<file path="config.mk">
export PLATFORM = sky130hd
export DESIGN_NAME = serializador
export DESIGN_NICKNAME = d
export VERILOG_FILES = /design/src/rtl/serial_pkg.sv /design/src/rtl/piso_reg.sv /design/src/rtl/serializador.sv
export SDC_FILE = /design/constraint.sdc
export NUM_CORES = 1
export LEC_CHECK = 0
export ABC_AREA = 1
export CAP_MARGIN = 40
export CORE_MARGIN = 1
export CORE_UTILIZATION = 43
export CTS_CLUSTER_SIZE = 24
export DETAILED_ROUTE_END_ITERATION = 16
export MAX_ROUTING_LAYER = met4
export PLACE_DENSITY = 0.76
export SLEW_MARGIN = 20
export SYNTH_ARGS = -nofsm -noshare
export SYNTH_HDL_FRONTEND = slang
export SYNTH_HIERARCHICAL = 1
export SYNTH_SLANG_ARGS = --single-unit
export TNS_END_PERCENT = 100
</file>
<file path="constraint.sdc">
create_clock -name clock_100khz -period 1.15 [get_ports clock_100khz]
set_input_delay 0.1725 -clock clock_100khz [delete_from_list [all_inputs] [get_ports clock_100khz]]
set_output_delay 0.1725 -clock clock_100khz [all_outputs]
set_load 0.005 [all_outputs]
</file>
<file path="src/rtl/serial_pkg.sv">
// Types and defaults shared by the serializer and deserializer.
package serial_pkg;

    localparam int unsigned WORD_W_DEFAULT = 8;

    typedef enum logic [1:0] {
        IDLE,
        SHIFT,
        DONE
    } serial_state_e;

endpackage

</file>
<file path="src/rtl/piso_reg.sv">
// Parallel-in / serial-out shift register.
// The head bit is the next bit to go out on the line.
module piso_reg
    import serial_pkg::*;
#(
    parameter int unsigned WORD_W    = WORD_W_DEFAULT,
    parameter bit          MSB_FIRST = 1'b1
) (
    input  logic              clock,
    input  logic              reset,
    input  logic              load_i,
    input  logic              shift_i,
    input  logic [WORD_W-1:0] data_i,
    output logic              head_o
);

    logic [WORD_W-1:0] shreg_q, shreg_d;

    always_comb begin
        shreg_d = shreg_q;
        if (load_i) begin
            shreg_d = data_i;
        end else if (shift_i) begin
            // Vacated positions fill with zero.
            if (MSB_FIRST) begin
                shreg_d = {shreg_q[WORD_W-2:0], 1'b0};
            end else begin
                shreg_d = {1'b0, shreg_q[WORD_W-1:1]};
            end
        end
    end

    always_ff @(posedge clock) begin
        if (reset) begin
            shreg_q <= '0;
        end else begin
            shreg_q <= shreg_d;
        end
    end

    assign head_o = MSB_FIRST ? shreg_q[WORD_W-1] : shreg_q[0];

endmodule

</file>
<file path="src/rtl/serializador.sv">
// Word-to-bit serializer: accepts a parallel word with valid/ready and emits it one bit
// per write_out strobe, paced by the downstream status_in flow control.
module serializador
    import serial_pkg::*;
#(
    parameter int unsigned WORD_W    = WORD_W_DEFAULT,
    parameter bit          MSB_FIRST = 1'b1
) (
    input  logic              clock_100khz,
    input  logic              reset,
    input  logic [WORD_W-1:0] data_in,
    input  logic              valid_in,
    output logic              ready_out,
    input  logic              status_in,
    output logic              data_out,
    output logic              write_out,
    output logic              done_out
);

    localparam int unsigned      CNT_W    = $clog2(WORD_W);
    localparam logic [CNT_W-1:0] LAST_BIT = CNT_W'(WORD_W - 1);

    serial_state_e    state_q, state_d;
    logic [CNT_W-1:0] bit_cnt_q, bit_cnt_d;
    logic             data_q, data_d;
    logic             write_q, write_d;
    logic             done_q, done_d;
    logic             load_en;
    logic             shift_en;
    logic             head_bit;

    piso_reg #(
        .WORD_W   (WORD_W),
        .MSB_FIRST(MSB_FIRST)
    ) u_piso_reg (
        .clock  (clock_100khz),
        .reset  (reset),
        .load_i (load_en),
        .shift_i(shift_en),
        .data_i (data_in),
        .head_o (head_bit)
    );

    always_comb begin
        state_d   = state_q;
        bit_cnt_d = bit_cnt_q;
        data_d    = data_q;
        write_d   = 1'b0;
        done_d    = 1'b0;
        load_en   = 1'b0;
        shift_en  = 1'b0;
        unique case (state_q)
            IDLE: begin
                if (valid_in) begin
                    load_en   = 1'b1;
                    bit_cnt_d = '0;
                    state_d   = SHIFT;
                end
            end
            SHIFT: begin
                if (status_in) begin
                    shift_en = 1'b1;
                    data_d   = head_bit;
                    write_d  = 1'b1;
                    // done_out is registered alongside the final strobe.
                    if (bit_cnt_q == LAST_BIT) begin
                        done_d  = 1'b1;
                        state_d = DONE;
                    end else begin
                        bit_cnt_d = bit_cnt_q + CNT_W'(1);
                    end
                end
            end
            DONE: begin
                state_d = IDLE;
            end
            default: begin
                state_d = IDLE;
            end
        endcase
    end

    always_ff @(posedge clock_100khz) begin
        if (reset) begin
            state_q   <= IDLE;
            bit_cnt_q <= '0;
            data_q    <= 1'b0;
            write_q   <= 1'b0;
            done_q    <= 1'b0;
        end else begin
            state_q   <= state_d;
            bit_cnt_q <= bit_cnt_d;
            data_q    <= data_d;
            write_q   <= write_d;
            done_q    <= done_d;
        end
    end

    assign ready_out = (state_q == IDLE);
    assign data_out  = data_q;
    assign write_out = write_q;
    assign done_out  = done_q;

endmodule
</file>
# Word level (Yosys, flattened, before mapping)
# Cells that the tools add are included.
word_totals:
  in_bits: 12
  out_inout_bits: 4
  wordCells: 37
  register_bits: 16
op_classes:
  muxes: 15
  reduce_logical: 7
  n_addsub: 1
  eq_ne: 6
  n_bitwise: 2
ops:
  columns: ["operator", "count"]
  rows:
  - ["two-way mux 8 bit", 2]
  - ["two-way mux 3 bit", 3]
  - ["inequality test 2 bit (second input constant)", 4]
  - ["two-way mux 2 bit", 3]
  - ["case mux 3 bit (2 select lines)", 1]
  - ["two-way mux 1 bit", 5]
  - ["case mux 2 bit (2 select lines)", 1]
  - ["AND reduction 4 bit", 1]
  - ["nonzero test 2 bit", 2]
  - ["adder 3 x 1 -> 3 bit (second input constant)", 1]
  - ["== test 3 bit (second input constant)", 1]
  - ["AND reduction 3 bit", 1]
  - ["OR reduction 3 bit", 1]
  - ["== test 2 x 1 -> 1 bit (second input constant)", 1]
  - ["zero test 2 bit", 1]
  - ["NOT 1 bit", 2]
  - ["AND reduction 2 bit", 1]

# Logic depth before layout (Yosys ltp)
# Gate-level depths: netlist of the first run.
depth:
  word_depth: 4
  ltp_mapped: 9
  mapped_depth_nobuf: 8

# Cells and area by module
# The synthesis of the first run kept the hierarchy.
modules_own_cells:
  columns: ["module", "seq_area_each_um2", "area_per_inst_um2", "cells_per_inst", "instances"]
  rows:
  - ["piso_reg", 160.2, 399.1, 60, 1]
  - ["serializador", 160.2, 355.3, 51, 1]

# Least setup slack after synthesis of the first run
# No wires, ideal clock.
synth_timing:
  path_kind: "reg-to-reg"
  from: "register bit_cnt_q[0]"
  to: "register bit_cnt_q[0]"
  slack_ps: -68
  arrival_ps: 1105
  stages_incl_launch_ff: 7
  required_ps: 1037
  synth_period_minus_slack_ps: 1218
  n_path_buf: 0
  setup_time_ps: 113
  cell_sequence: "dfxtp_1 ha_1 ha_1 a21oi_1 nand3_2 nor2_1 nor2_1"
synth_between:
  elab_chain_len: 4
  word_cells_on_any_way: 7
  cone_classes: "1 x add/sub; 2 x eq/ne; 3 x mux; 1 x reduce/logical"
synth_lines:
  columns: ["item", "line_no", "source"]
  rows:
  - ["start, declared", "serializador.sv:24", "logic [CNT_W-1:0] bit_cnt_q, bit_cnt_d;"]
  - ["start signal, assigned", "serializador.sv:92", "bit_cnt_q <= bit_cnt_d;"]
  - ["adder 3 x 1 -> 3 bit", "serializador.sv:70", "bit_cnt_d = bit_cnt_q + CNT_W'(1);"]
  - ["two-way mux 3 bit", "serializador.sv:66", "if (bit_cnt_q == LAST_BIT) begin"]
  - ["two-way mux 3 bit", "serializador.sv:61", "if (status_in) begin"]
  - ["case mux 3 bit (2 select lines)", "serializador.sv:52", "unique case (state_q)"]
# Several ways; a longest one is shown, not always the timed one. The select of a mux whose other input is x is not followed.
# A chain may end at the register's enable or synchronous reset.

# Final worst setup path of the first run
# Ends and elaborated chain as after synthesis.

==> results of run 1 <==
[layer usage]
metal / vias up / wire length [µm] / global-route usage
met4: 0 / 13 / 0.0545
met1: 337 / 807 / 0.246
met2: 9 / 811 / 0.307
met3: 2 / 42 / 0.0375
li1: 398 / - / -
met5: - / 0 / -
[layout by cell type, fill, tap and decap left out, types with 2 or more instances in the layout]
cell / n
sky130_fd_sc_hd__inv_2: 2
sky130_fd_sc_hd__inv_1: 15
sky130_fd_sc_hd__clkbuf_4: 3
sky130_fd_sc_hd__nand2_1: 35
sky130_fd_sc_hd__nand3_1: 9
sky130_fd_sc_hd__nor2_2: 3
sky130_fd_sc_hd__dfxtp_2: 3
sky130_fd_sc_hd__dfxtp_4: 2
sky130_fd_sc_hd__clkdlybuf4s50_1: 10
sky130_fd_sc_hd__nand2_2: 3
sky130_fd_sc_hd__a21oi_1: 5
sky130_fd_sc_hd__ha_4: 2
sky130_fd_sc_hd__dfxtp_1: 11
sky130_fd_sc_hd__dlygate4sd2_1: 3
sky130_fd_sc_hd__buf_4: 8
sky130_fd_sc_hd__inv_6: 2
sky130_fd_sc_hd__buf_6: 3
sky130_fd_sc_hd__nand3_2: 3
sky130_fd_sc_hd__nor2_1: 10
[final cells by class]
| class | count | area share |
|---|---|---|
| tap | 16 | 0.0177 |
| clock buffer | 4 | 0.0320 |
| timing repair buffer | 26 | 0.210 |
| inverter | 19 | 0.0717 |
| multi-input combinational | 74 | 0.376 |
| sequential | 16 | 0.292 |
[power by group]
group / internal, µW / switching (µW)
logic: 148 / 150
registers: 590 / 28.4
clock network: 192 / 176
[state kept, by name (all words and copies together), names as in the netlist]
register / count
state_q: 2
data_out: 1
done_out: 1
bit_cnt_q: 3
write_out: 1
u_piso_reg/shreg_q: 8
[per-stage QoR]
| stage | power [µW] | worst slack (ns) | util | instance area (µm²) |
|---|---|---|---|---|
| after floorplan | 769 | -0.0114 | - | 768 |
| after global placement | 876 | -0.267 | 0.639 | 1010 |
| after detailed placement | 886 | -0.287 | 0.639 | 1010 |
| after CTS | 1260 | -0.0657 | 0.685 | 1080 |
| after global routing | 1360 | -0.113 | 0.719 | 1130 |
| final | 1280 | -0.0533 | 0.719 | 1130 |
[cell families after synthesis]
family,synth area share
AND/OR/NAND/NOR,0.383
adder cells (fa/ha/maj),0.0332
AO/OA/AOI/OAI,0.0398
buffers and inverters,0.119
flip-flops,0.425
[path summary, 6_finish.rpt]
kind                                            start               endpoint  slack, ns  depth (start not counted)
worst max-delay path                     bit_cnt_q[0]           bit_cnt_q[0]      -0.05                          6
worst max register to register           bit_cnt_q[0]           bit_cnt_q[0]      -0.05                          6
worst min-delay path                         valid_in             state_q[0]       0.40                          5
worst min register to register  u_piso_reg/shreg_q[4]  u_piso_reg/shreg_q[4]       0.47                          2
[timing repair]
| action | CTS | global route |
|---|---|---|
| gates resized for setup | 13 | 25 |
| endpoints found under the setup margin | 16 | 13 |
| pin swaps | 3 | 6 |
| buffers inserted | 1 | 1 |
[worst max-delay path: cells and delay by family (launching register included)]
kind,cells,cell delay [ns]
fa+ha+maj,2,0.32
flops,1,0.35
compound gates,1,0.13
simple gates,3,0.31
==> summary.md, run 1 <==
| Metric | Value |
|---|---|
| Post-Synthesis Cells | `111` |
| RSZ-0062 raised after global routing | `true` |
| Nets in the synthesized netlist | `125` |
| Clock-pin slew on the worst setup and hold paths | `0.10 ns` |
| Synth Warn # | `6` |
| Maximum clock frequency | `831 MHz` |
| Number of flops mapped to enable cells by yosys | `0` |
| Most instantiated flip-flop cell in the synthesis netlist | `sky130_fd_sc_hd__dfxtp_1` |
| Proportion of synthesized chip area in sequential cells | `0.425` |
| Critical path capture point type | `flip-flop` |
| Final-report setup violation count | `4` |
| Routed vias | `746` |
| Maximum count of clock buffers along a single path | `2` |
| Die Span Y | `43.9 µm` |
| Fin. Hold Viols | `0` |
| Violation count after the first detailed-routing iteration | `12` |
| Post-route ant nets | `0` |
| Initial Utilization | `0.479` |
| Rel. slew slack | `0.869` |
| Worst EP arrival | `1.39 ns` |
| # port buffers | `15` |
| Floorplan row count | `14` |
| Maximum number of pins on one net before global-route repair | `10` |
| Filler instances | `131` |
| Footprint of the multi-input gates | `427 µm²` |
| Via count of the first global-routing pass | `667` |
| Outcome | `complete, but fails checks` |
| Violated checks | `negative setup slack` |
| Full die area | `1930 µm²` |
| Fraction of layout cells with a size suffix above 1 | `0.288` |
| Number of primary I/O pins | `16` |
| Final-stage net count | `154` |
| Clk Tree Root Cell | `sky130_fd_sc_hd__clkbuf_4` |
| Routed wirelength normalized by instance count | `10.8 µm` |
| Drc violations | `0` |
| Cell count after placement | `150` |
| Total Negative Setup Slacks | `-0.157 ns` |
| Antenna violations before repair | `0` |
| Largest incremental delay on the critical path | `0.35 ns` |
| Hold/Removal Path Class | `input pin to flip-flop` |
| CTS H-tree depth | `1` |
| Final period util | `1.05` |
| CTS tree | `built` |
| Slowest stage cell on the critical path | `sky130_fd_sc_hd__dfxtp_2` |
| Gr usage total | `0.192` |
| Setup Skew | `0.00610 ns` |
| Antenna fix cells | `0` |
| Pins Over Slew Limit | `0` |
| Synth cell count leaders | `sky130_fd_sc_hd__nand2_1 (38), sky130_fd_sc_hd__inv_1 (18), sky130_fd_sc_hd__dfxtp_1 (16), sky130_fd_sc_hd__nand3_1 (12), sky130_fd_sc_hd__nor2_1 (12)` |
| Area growth syn-to-layout | `50.2%` |
| Count of maximum capacitance violations | `0` |
| Required time of the critical path | `1.33 ns` |
| Largest voltage drop on the vdd net | `0.000766 V` |
| TritonCTS sink count | `16` |
| CP Cell Sequence | `ha_4, ha_4, a21oi_4, nand3_4, nor2_2, nor2_1` |
| Cells taking the most area after synthesis | `sky130_fd_sc_hd__dfxtp_1 (42%), sky130_fd_sc_hd__nand2_1 (19%), sky130_fd_sc_hd__inv_1 (9.0%), sky130_fd_sc_hd__nand3_1 (8.0%), sky130_fd_sc_hd__nor2_1 (6.0%)` |
| Largest area contributor in the netlist | `sky130_fd_sc_hd__dfxtp_1` |
| Post-layout instance count excluding filler cells | `155` |
| Grt total ovfl | `0` |
| Post-Syn Area | `754 µm²` |
| P per Cell Area | `1130 nW/µm²` |
| Fraction of post-synthesis cell area in the top cell type by area | `0.425` |
| First-pass GRT wire length | `2.70 mm` |
| Placeable core area | `1580 µm²` |
| Count leader, synth | `sky130_fd_sc_hd__nand2_1` |
| Slew at the pin closest to its max-slew limit | `0.196 ns` |
| Source-to-sink clock delay at the later pin of the worst-skew pair | `0.28 ns` |
| Number of search-and-repair iterations in the first detailed-routing pass | `6` |
| Final hold slack | `0.397 ns` |
| Critical Setup Path Class | `flip-flop to flip-flop` |
| Final HPWL from detailed placement | `1.15 mm` |
| Area occupied by registers | `332 µm²` |
| Post-Synthesis Mean Instance Area | `6.80 µm²` |
| Clock buffer count from CTS | `3` |
| Final Worst Setup Slack | `-0.0533 ns` |
| Startpoint kind of the worst setup timing path | `flip-flop` |
| Die extent in x | `43.9 µm` |
| Cell repeated most along the worst path | `sky130_fd_sc_hd__ha_4` |
| Number of hold-repair buffers added at the cts stage | `0` |
| Share of synthesized registers carrying an async set or reset | `0` |
| Wirelength, routed | `1.68 mm` |
| Count of cell types in the netlist | `14` |
| Synthesis-stage register bit count | `16` |
| Crit-path max FO | `7` |
| Leakage power summed over all cells | `0.000564 µW` |
| Via-per-instance ratio | `4.81` |
| Global placement routability congestion | `0.753` |
| Minimum period implied by the final worst setup slack | `1.20 ns` |
Note: power is estimated with default switching activity, not from simulation.
==> run 2, diff against run 1 <==
--- a/config.mk
+++ b/config.mk
@@ -12,7 +12,7 @@
 export CTS_CLUSTER_SIZE = 24
 export DETAILED_ROUTE_END_ITERATION = 16
 export MAX_ROUTING_LAYER = met4
-export PLACE_DENSITY = 0.76
+export PLACE_DENSITY = 0.81
 export SLEW_MARGIN = 20
 export SYNTH_ARGS = -nofsm -noshare
 export SYNTH_HDL_FRONTEND = slang
==> summary.md, run 2 (same netlist as run 1, synthesis figures left out) <==
| Metric | Value |
|---|---|
| Wirelength, routed | `1.73 mm (was 1.68 mm)` |
| Number of hold-repair buffers added at the cts stage | `0 (unchanged)` |
| Relative contribution of combinational cells to total power | `0.260 (was 0.232)` |
| Fin. Hold Viols | `0 (unchanged)` |
| Fraction of layout cells with a size suffix above 1 | `0.355 (was 0.288)` |
| Slew at the pin closest to its max-slew limit | `0.182 ns (was 0.196 ns)` |
| Floorplan row count | `14 (unchanged)` |
| Clock-pin slew on the worst setup and hold paths | `0.08 ns (was 0.10 ns)` |
| Number of primary I/O pins | `16 (unchanged)` |
| # port buffers | `15 (unchanged)` |
| Violated checks | `negative setup slack (unchanged)` |
| CP Cell Sequence | `ha_4, ha_4, a21oi_4, nand3_4, nand2_1, nand2_1, nor2_1 (was ha_4, ha_4, a21oi_4, nand3_4, nor2_2, nor2_1)` |
| Worst EP arrival | `1.41 ns (was 1.39 ns)` |
| Final-stage net count | `154 (unchanged)` |
| Critical Setup Path Class | `flip-flop to flip-flop (unchanged)` |
| Global placement routability congestion | `0.798 (was 0.753)` |
| Via-per-instance ratio | `4.86 (was 4.81)` |
| Antenna fix cells | `0 (unchanged)` |
| Clock buffer count from CTS | `3 (unchanged)` |
| Die extent in x | `43.9 µm (unchanged)` |
| Largest incremental delay on the critical path | `0.34 ns (was 0.35 ns)` |
| Setup Skew | `0.00262 ns (was 0.00610 ns)` |
| TritonCTS sink count | `16 (unchanged)` |
| Outcome | `complete, but fails checks (unchanged)` |
| Area growth syn-to-layout | `55.6% (was 50.2%)` |
| Violation count after the first detailed-routing iteration | `17 (was 12)` |
| Worst R2R Start | `bit_cnt_q[1] (was bit_cnt_q[0])` |
| Family with the most delay on the worst path | `flip-flops (unchanged)` |
| P per Cell Area | `1040 nW/µm² (was 1130 nW/µm²)` |
| Maximum count of clock buffers along a single path | `2 (unchanged)` |
| Hold/Removal Path Class | `flip-flop to flip-flop (was input pin to flip-flop)` |
| Max reg flops | `8 (unchanged)` |
| Leading cell types in the layout, fill and taps excluded | `sky130_fd_sc_hd__nand2_1 (27), sky130_fd_sc_hd__inv_1 (16) (was sky130_fd_sc_hd__nand2_1 (35), sky130_fd_sc_hd__inv_1 (15), sky130_fd_sc_hd__dfxtp_1 (11))` |
| Commonest non-fill, non-tap cell in the layout | `sky130_fd_sc_hd__nand2_1 (unchanged)` |
| Initial Utilization | `0.479 (unchanged)` |
| Die Span Y | `43.9 µm (unchanged)` |
| Source-to-sink clock delay at the later pin of the worst-skew pair | `0.28 ns (about the same)` |
| Final-report setup violation count | `9 (was 4)` |
| Core occupancy in the finished layout | `0.744 (was 0.719)` |
| Required time of the critical path | `1.37 ns (was 1.33 ns)` |
| Count of maximum capacitance violations | `0 (unchanged)` |
| Minimum period implied by the final worst setup slack | `1.19 ns (was 1.20 ns)` |
| CTS H-tree depth | `1 (unchanged)` |
| Filler instances | `111 (was 131)` |
| Final HPWL from detailed placement | `1.14 mm (was 1.15 mm)` |
| Placeable core area | `1580 µm² (unchanged)` |
| Count of buffer and inverter cells on the critical path | `0 (unchanged)` |
| Post-route ant nets | `0 (unchanged)` |
| Maximum number of pins on one net before global-route repair | `10 (unchanged)` |
| Slowest stage cell on the critical path | `sky130_fd_sc_hd__dfxtp_2 (unchanged)` |
| Net switching component of the power | `346 µW (was 354 µW)` |
| Top Registers | `u_piso_reg/shreg_q x8, bit_cnt_q x3, state_q x2 (unchanged)` |
| Pins Over Slew Limit | `0 (unchanged)` |
| Hold Startpoint | `data_out (was valid_in)` |
| Maximum clock frequency | `840 MHz (was 831 MHz)` |
| Critical path capture point type | `flip-flop (unchanged)` |
| Part of the power in the clock network | `0.229 (was 0.287)` |
| CTS tree | `built (unchanged)` |
| RSZ-0062 raised after global routing | `true (unchanged)` |
| Grt total ovfl | `0 (unchanged)` |
| Crit-path max FO | `7 (unchanged)` |
| First-pass GRT wire length | `2.66 mm (was 2.70 mm)` |
| Routed vias | `748 (was 746)` |
| Sw Share | `0.284 (was 0.276)` |
| Startpoint kind of the worst setup timing path | `flip-flop (unchanged)` |
| Final period util | `1.03 (was 1.05)` |
| Number of search-and-repair iterations in the first detailed-routing pass | `6 (unchanged)` |
| Antenna violations before repair | `0 (unchanged)` |
| Leakage power summed over all cells | `0.000568 µW (was 0.000564 µW)` |
| Drc violations | `0 (unchanged)` |
| Internal power of the cells | `876 µW (was 930 µW)` |
| Via count of the first global-routing pass | `655 (was 667)` |
| Final Worst Setup Slack | `-0.0401 ns (was -0.0533 ns)` |
| Routed wirelength normalized by instance count | `11.2 µm (was 10.8 µm)` |
| Register share of total power | `0.511 (was 0.482)` |
| Full die area | `1930 µm² (unchanged)` |
| Rel. slew slack | `0.879 (was 0.869)` |
| CP Launch Point | `bit_cnt_q[1] (was bit_cnt_q[0])` |
| Clk Tree Root Cell | `sky130_fd_sc_hd__clkbuf_4 (unchanged)` |
| Largest voltage drop on the vdd net | `0.000702 V (was 0.000766 V)` |
| Total power draw | `1220 µW (was 1280 µW)` |
| Biggest register | `u_piso_reg/shreg_q (unchanged)` |
| Gr usage total | `0.197 (was 0.192)` |
==> run 2: worst paths after layout <==
path | slack [ns] | endpoint | cells past startpoint
hold / removal | 0.47 | data_out | 2
setup reg to reg | -0.04 | bit_cnt_q[1] | 7
hold reg to reg | 0.47 | data_out | 2
setup / recovery | -0.04 | bit_cnt_q[1] | 7
==> run 2: worst reg2reg max path, cell delays in order (launching register included) <==
cell and delay [ns]:
sky130_fd_sc_hd__dfxtp_2 0.34, sky130_fd_sc_hd__ha_4 0.16, sky130_fd_sc_hd__ha_4 0.16, sky130_fd_sc_hd__a21oi_4 0.13, sky130_fd_sc_hd__nand3_4 0.13, sky130_fd_sc_hd__nand2_1 0.09, sky130_fd_sc_hd__nand2_1 0.05, sky130_fd_sc_hd__nor2_1 0.07
==> run 2: timing repair <==
item	4_1_cts	5_1_grt
pin swaps	4	13
resized for setup	17	29
setup buffers	1	2
endpoints found under the setup margin	16	13
==> run 2: layer usage <==
layer	track usage	routed length (µm)	share of wire
met1	0.208	695	0.40
met2	0.358	950	0.55
met3	0.0625	67	0.039
met4	0.0364	14	0.0081
met5	-	0	0
==> run 2: area by class of cell <==
class	count	area (µm²)	share of cell area
Timing Repair Buffer	26	256	0.219
Tap cell	16	20.0	0.0171
Clock buffer	3	22.5	0.0192
Multi-Input combinational cell	74	464	0.396
Sequential cell	16	332	0.283
Inverter	19	78.8	0.0672
==> run 2: through the flow <==
| step | cell area [µm²] | cells | setup WS (ns) | TNS [ns] | hold slack, ns |
|---|---|---|---|---|---|
| finish | 1170 | 154 | -0.0401 | -0.176 | 0.465 |
| global route | 1170 | 154 | -0.109 | -1.00 | 0.480 |
| CTS | 1070 | 152 | -0.0695 | -0.214 | 0.453 |
| detailed placement | 1000 | 148 | -0.309 | -2.74 | 0.454 |
| global placement | 1000 | 148 | -0.269 | -2.42 | 0.449 |
| floorplan | 768 | 111 | -0.0114 | -0.0114 | 0.242 |
==> run 2: power groups by stage <==
| stage | sequential (µW) | clock, µW | combinational (µW) |
|---|---|---|---|
| after floorplan | 622 | 0 | 147 |
| after global placement | 624 | 0 | 253 |
| after detailed placement | 626 | 0 | 259 |
| after CTS | 617 | 295 | 272 |
| after global routing | 629 | 317 | 348 |
| final | 624 | 280 | 318 |
